## src/rtl/toast_alu_arbiter.sv

```systemverilog
// Two-requester front end for a single shared combinational ALU.
// One operation is in flight at a time: IDLE grants, EXEC drives the ALU, RESP holds the result.
module toast_alu_arbiter #(
    parameter bit FIXED_PRI = 1'b0
) (
    input  logic        clk_i,
    input  logic        rst_i,
    input  logic        req0_valid_i,
    output logic        req0_ready_o,
    input  logic [3:0]  req0_ctrl_i,
    input  logic [31:0] req0_op1_i,
    input  logic [31:0] req0_op2_i,
    output logic        rsp0_valid_o,
    input  logic        rsp0_ready_i,
    output logic [31:0] rsp0_result_o,
    input  logic        req1_valid_i,
    output logic        req1_ready_o,
    input  logic [3:0]  req1_ctrl_i,
    input  logic [31:0] req1_op1_i,
    input  logic [31:0] req1_op2_i,
    output logic        rsp1_valid_o,
    input  logic        rsp1_ready_i,
    output logic [31:0] rsp1_result_o,
    output logic [3:0]  alu_ctrl_o,
    output logic [31:0] alu_op1_o,
    output logic [31:0] alu_op2_o,
    input  logic [31:0] alu_result_i
);

    typedef enum logic [1:0] {
        IDLE = 2'd0,
        EXEC = 2'd1,
        RESP = 2'd2
    } state_t;

    state_t      state_r;
    state_t      state_s;
    logic        owner_r;
    logic        last_grant_r;
    logic        grant_s;
    logic        grant_id_s;
    logic        owner_ready_s;
    logic [3:0]  ctrl_r;
    logic [31:0] op1_r;
    logic [31:0] op2_r;
    logic [31:0] result0_r;
    logic [31:0] result1_r;
    logic        rsp0_valid_r;
    logic        rsp1_valid_r;

    // Grant selection: only in IDLE; ties go to fixed priority or away from the last winner.
    always_comb begin
        grant_s    = 1'b0;
        grant_id_s = 1'b0;
        if ((state_r == IDLE) && (req0_valid_i || req1_valid_i)) begin
            grant_s = 1'b1;
            if (req0_valid_i && req1_valid_i) begin
                grant_id_s = FIXED_PRI ? 1'b0 : ~last_grant_r;
            end else begin
                grant_id_s = req0_valid_i ? 1'b0 : 1'b1;
            end
        end else begin
            grant_s    = 1'b0;
            grant_id_s = 1'b0;
        end
    end

    // Next-state logic; only the owner's response handshake can release RESP.
    always_comb begin
        state_s       = state_r;
        owner_ready_s = owner_r ? rsp1_ready_i : rsp0_ready_i;
        case (state_r)
            IDLE: begin
                if (grant_s) begin
                    state_s = EXEC;
                end else begin
                    state_s = IDLE;
                end
            end
            EXEC: begin
                state_s = RESP;
            end
            RESP: begin
                if (owner_ready_s) begin
                    state_s = IDLE;
                end else begin
                    state_s = RESP;
                end
            end
            default: begin
                state_s = IDLE;
            end
        endcase
    end

    // State, payload latch and result capture. The ALU drive registers are
    // non-zero only during EXEC, so they can feed the ALU ports directly.
    always_ff @(posedge clk_i or posedge rst_i) begin
        if (rst_i) begin
            state_r      <= IDLE;
            owner_r      <= 1'b0;
            last_grant_r <= 1'b1;
            ctrl_r       <= 4'd0;
            op1_r        <= 32'd0;
            op2_r        <= 32'd0;
            result0_r    <= 32'd0;
            result1_r    <= 32'd0;
            rsp0_valid_r <= 1'b0;
            rsp1_valid_r <= 1'b0;
        end else begin
            state_r <= state_s;
            case (state_r)
                IDLE: begin
                    if (grant_s) begin
                        owner_r      <= grant_id_s;
                        last_grant_r <= grant_id_s;
                        ctrl_r       <= grant_id_s ? req1_ctrl_i : req0_ctrl_i;
                        op1_r        <= grant_id_s ? req1_op1_i  : req0_op1_i;
                        op2_r        <= grant_id_s ? req1_op2_i  : req0_op2_i;
                    end
                end
                EXEC: begin
                    ctrl_r <= 4'd0;
                    op1_r  <= 32'd0;
                    op2_r  <= 32'd0;
                    if (owner_r) begin
                        result1_r    <= alu_result_i;
                        rsp1_valid_r <= 1'b1;
                    end else begin
                        result0_r    <= alu_result_i;
                        rsp0_valid_r <= 1'b1;
                    end
                end
                RESP: begin
                    if (owner_ready_s) begin
                        rsp0_valid_r <= 1'b0;
                        rsp1_valid_r <= 1'b0;
                    end
                end
                default: begin
                    rsp0_valid_r <= 1'b0;
                    rsp1_valid_r <= 1'b0;
                end
            endcase
        end
    end

    assign req0_ready_o  = grant_s & ~grant_id_s;
    assign req1_ready_o  = grant_s &  grant_id_s;
    assign rsp0_valid_o  = rsp0_valid_r;
    assign rsp1_valid_o  = rsp1_valid_r;
    assign rsp0_result_o = result0_r;
    assign rsp1_result_o = result1_r;
    assign alu_ctrl_o    = ctrl_r;
    assign alu_op1_o     = op1_r;
    assign alu_op2_o     = op2_r;

endmodule

```

## config.mk

```make
export PLATFORM = sky130hd
export DESIGN_NAME = toast_alu_arbiter
export DESIGN_NICKNAME = d
export VERILOG_FILES = /design/src/rtl/toast_alu_arbiter.sv
export SDC_FILE = /design/constraint.sdc
export NUM_CORES = 1
export LEC_CHECK = 0
export ABC_CLOCK_PERIOD_IN_PS = 4100
export BUFFER_PORTS_ARGS = -buffer_cell sky130_fd_sc_hd__buf_2
export CAP_MARGIN = 20
export CORE_ASPECT_RATIO = 0.7
export CORE_UTILIZATION = 25
export DETAILED_ROUTE_END_ITERATION = 8
export GPL_TIMING_DRIVEN = 0
export PLACE_DENSITY_LB_ADDON = 0.05
export SLEW_MARGIN = 20
export SYNTH_ARGS = -nofsm -noshare
export SYNTH_HDL_FRONTEND = slang
export SYNTH_SLANG_ARGS = --single-unit
```

## constraint.sdc

```tcl
create_clock -name clk_i -period 4.1 [get_ports clk_i]
set_input_delay 0.41 -clock clk_i [delete_from_list [all_inputs] [get_ports clk_i]]
set_output_delay 0.41 -clock clk_i [all_outputs]
set_load 0.005 [all_outputs]
```

==> results.ini <==
[worst_setup_path]
r2r_cells=4
setup.worst_path.class=flip-flop to primary output
r2r-end=rsp0_result_o[22]
crit_path_start_kind=flip-flop
crit_required_ns=3.69
cp.arrival_ns=2.24
reg2reg_from=state_r[0]
crit_path_end_kind=primary output
reg2reg_setup_slack_ns=2.05
worst-path-max-fanout=10

[clock_tree]
postCtsSetupRepairBufs=0
clockBufferDepth=2
h-tree-depth=4
cts_buffers=17
holdBufCountCts=0
clock_latency_ns=0.43
root_buffer=clkbuf_16
cts_sinks=138
clk_pin_slew_ns=0.07
tritoncts=yes
cts_resized=0

[yosys]
synth_seq_cells=138
synth_cell_type_count=22
synth_area_leaders=dfrtp_1, mux2_2, a221o_1
synth_compound_area_share_pct=13.17
synth_largest_area_cell=dfrtp_1
netlist_instances=474
yosys_warnings=0
synthesis.nets=648
synth_top_family_by_area=compound AO/OA/AOI/OAI gates
synth_mux_area_share_pct=12.44
avgSynthCellArea_um2=12.22
ys_seq_area_share_pct=59.62
yosysTopAreaCellShare_pct=59.17
synthAdderAreaFrac_pct=0
synth_xor_area_share_pct=0
yosys.area_share.simple_pct=11.23
syn_area_um2=5794

[timing]
hold_violations=0
setup_viol=0
worst_pin_slew_ns=0.7554
period_share_pct=64.64
slew_headroom_pct=49.25
finalHoldWorstSlack_ns=0.07340
finalCriticalPeriod_ns=2.650
finalSetupTns_ns=0
grt_setup_unrepaired=no
slew_violations=0
fmax_mhz=377.3
skew_ns=0.01103

[floorplan]
die_w_um=184.0
io-pin-count=310
start_util_pct=25.55
die_y_um=129.4
coreArea_um2=22680
die_area_um2=23800
fp-row-count=46

[global_routing]
overflow=0
grt_max_degree=36
grt_first_pass_wirelength_um=31180
grt_pass1_vias=5557
grt_antenna_before_repair=2
grt_usage_pct=17.51

[job]
drv_cap=0

[power_and_ir_drop]
power.leakage_nw=4.217
power_density_nw_per_um2=772.8
ir_drop_mv=0.3035

[cells_and_area]
final_common_cell=buf_2
layout-drive-gt1-share_pct=52.69
postLayoutCoreUtil_pct=37.45
layout_common_cells=buf_2, dfrtp_1, nand2_1, nor3_1, a221o_1
finalInstanceArea_um2=8493
area_delta_synth_final_pct=46.58
nets=979

[drt]
drtIter0Drc=237
drcViolationCount=0
routed-via-count=5262
via_per_inst=4.648
drt-total-wl_um=20200
wl_per_cell_um=17.84
antenna_left=0
drtPass1Iterations=4

[min_path]
hold_path_class=input port to async pin

[placed_design]
hpwlAfterDp_um=15190
placed_cell_area_um2=7818
place_congestion=0.7905
io_buffers=308

[run_status]
outcome=complete, no violations

-- cell families after synthesis --
| family | Yosys count |
|---|---|
| AOI/OAI and AO/OA | 78 |
| and+or+nand+nor | 146 |
| muxes | 64 |
| DFF | 138 |
| buffers and inverters | 48 |
-- cell type report --
type,instances,area (um^2)
multi-input combinational,288,2135
inverter,4,18.77
buffer,44,190.2
timing repair buffer,312,1629
antenna,2,5.005
sequential,138,3455
fill,2328,14180
clock buffer,17,425.4
clock inverter,15,245.2
tap,312,390.4
-- per-layer routing --
metal	GRT usage [%]	share of wire, %	vias to the layer above
met5	0	0	-
met4	6.716	1.9	0
met3	6.324	8.7	24
met2	27.43	46	213
met1	22.14	43	2597
li1	-	-	2428
-- worst max-delay path by stage --
stage / from / slack [ns] / cells after the start / to
after floorplan: rst_i / 1.97 / 1 / alu_ctrl_o[0]
after global placement: rst_i / 0.96 / 2 / rsp0_result_o[25]
after detailed placement: req0_valid_i / 1.70 / 5 / req0_ready_o
after CTS: state_r[1] / 1.30 / 5 / req1_ready_o
after global routing: state_r[1] / 1.23 / 5 / req1_ready_o
final: state_r[1] / 1.45 / 5 / req1_ready_o
-- power breakdown --
| group | switching (mW) | leakage [nW] | total, mW | internal (mW) |
|---|---|---|---|---|
| combinational | 1.23 | 2.20 | 2.46 | 1.23 |
| sequential | 0.324 | 1.70 | 2.32 | 2.00 |
| clock | 0.637 | 0.324 | 1.78 | 1.14 |
-- sequential cells by signal, summed over array words and instances, names as in the netlist --
| signal | count |
|---|---|
| alu_ctrl_o | 4 |
| alu_op1_o | 32 |
| alu_op2_o | 32 |
| last_grant_r | 1 |
| owner_r | 1 |
| rsp0_result_o | 32 |
| rsp0_valid_o | 1 |
| rsp1_result_o | 32 |
| rsp1_valid_o | 1 |
| state_r | 2 |
-- Yosys cell counts, drive strengths merged --
cell type / instances
o21ai: 1
buf: 23
inv: 4
a221o: 68
clkbuf: 21
dfstp: 1
mux2: 64
nand2b: 1
a21o: 2
a211oi: 2
a21oi: 2
or2: 1
dfrtp: 137
o21bai: 1
nor2b: 3
nor3b: 1
nand2: 69
nor3: 69
nor2: 2
o2bb2ai: 2
-- worst max-delay path: stages (launching register included) --
cell	delay (ns)
dfrtp_1	0.45
or2_1	0.25
buf_2	0.21
a211oi_4	0.42
buf_2	0.32
buf_2	0.17
-- through the flow --
| step | setup slack (ns) | power [mW] | std cells |
|---|---|---|---|
| detailed placement | 1.697 | 4.854 | 1098 |
| finish | 1.450 | 6.563 | 1132 |
| global route | 1.234 | 7.050 | 1131 |
| floorplan | 1.970 | 3.662 | 474 |
| global placement | 0.9627 | 4.792 | 1094 |
| CTS | 1.301 | 6.679 | 1130 |
No activity file was read; power rests on OpenSTA's default activity.
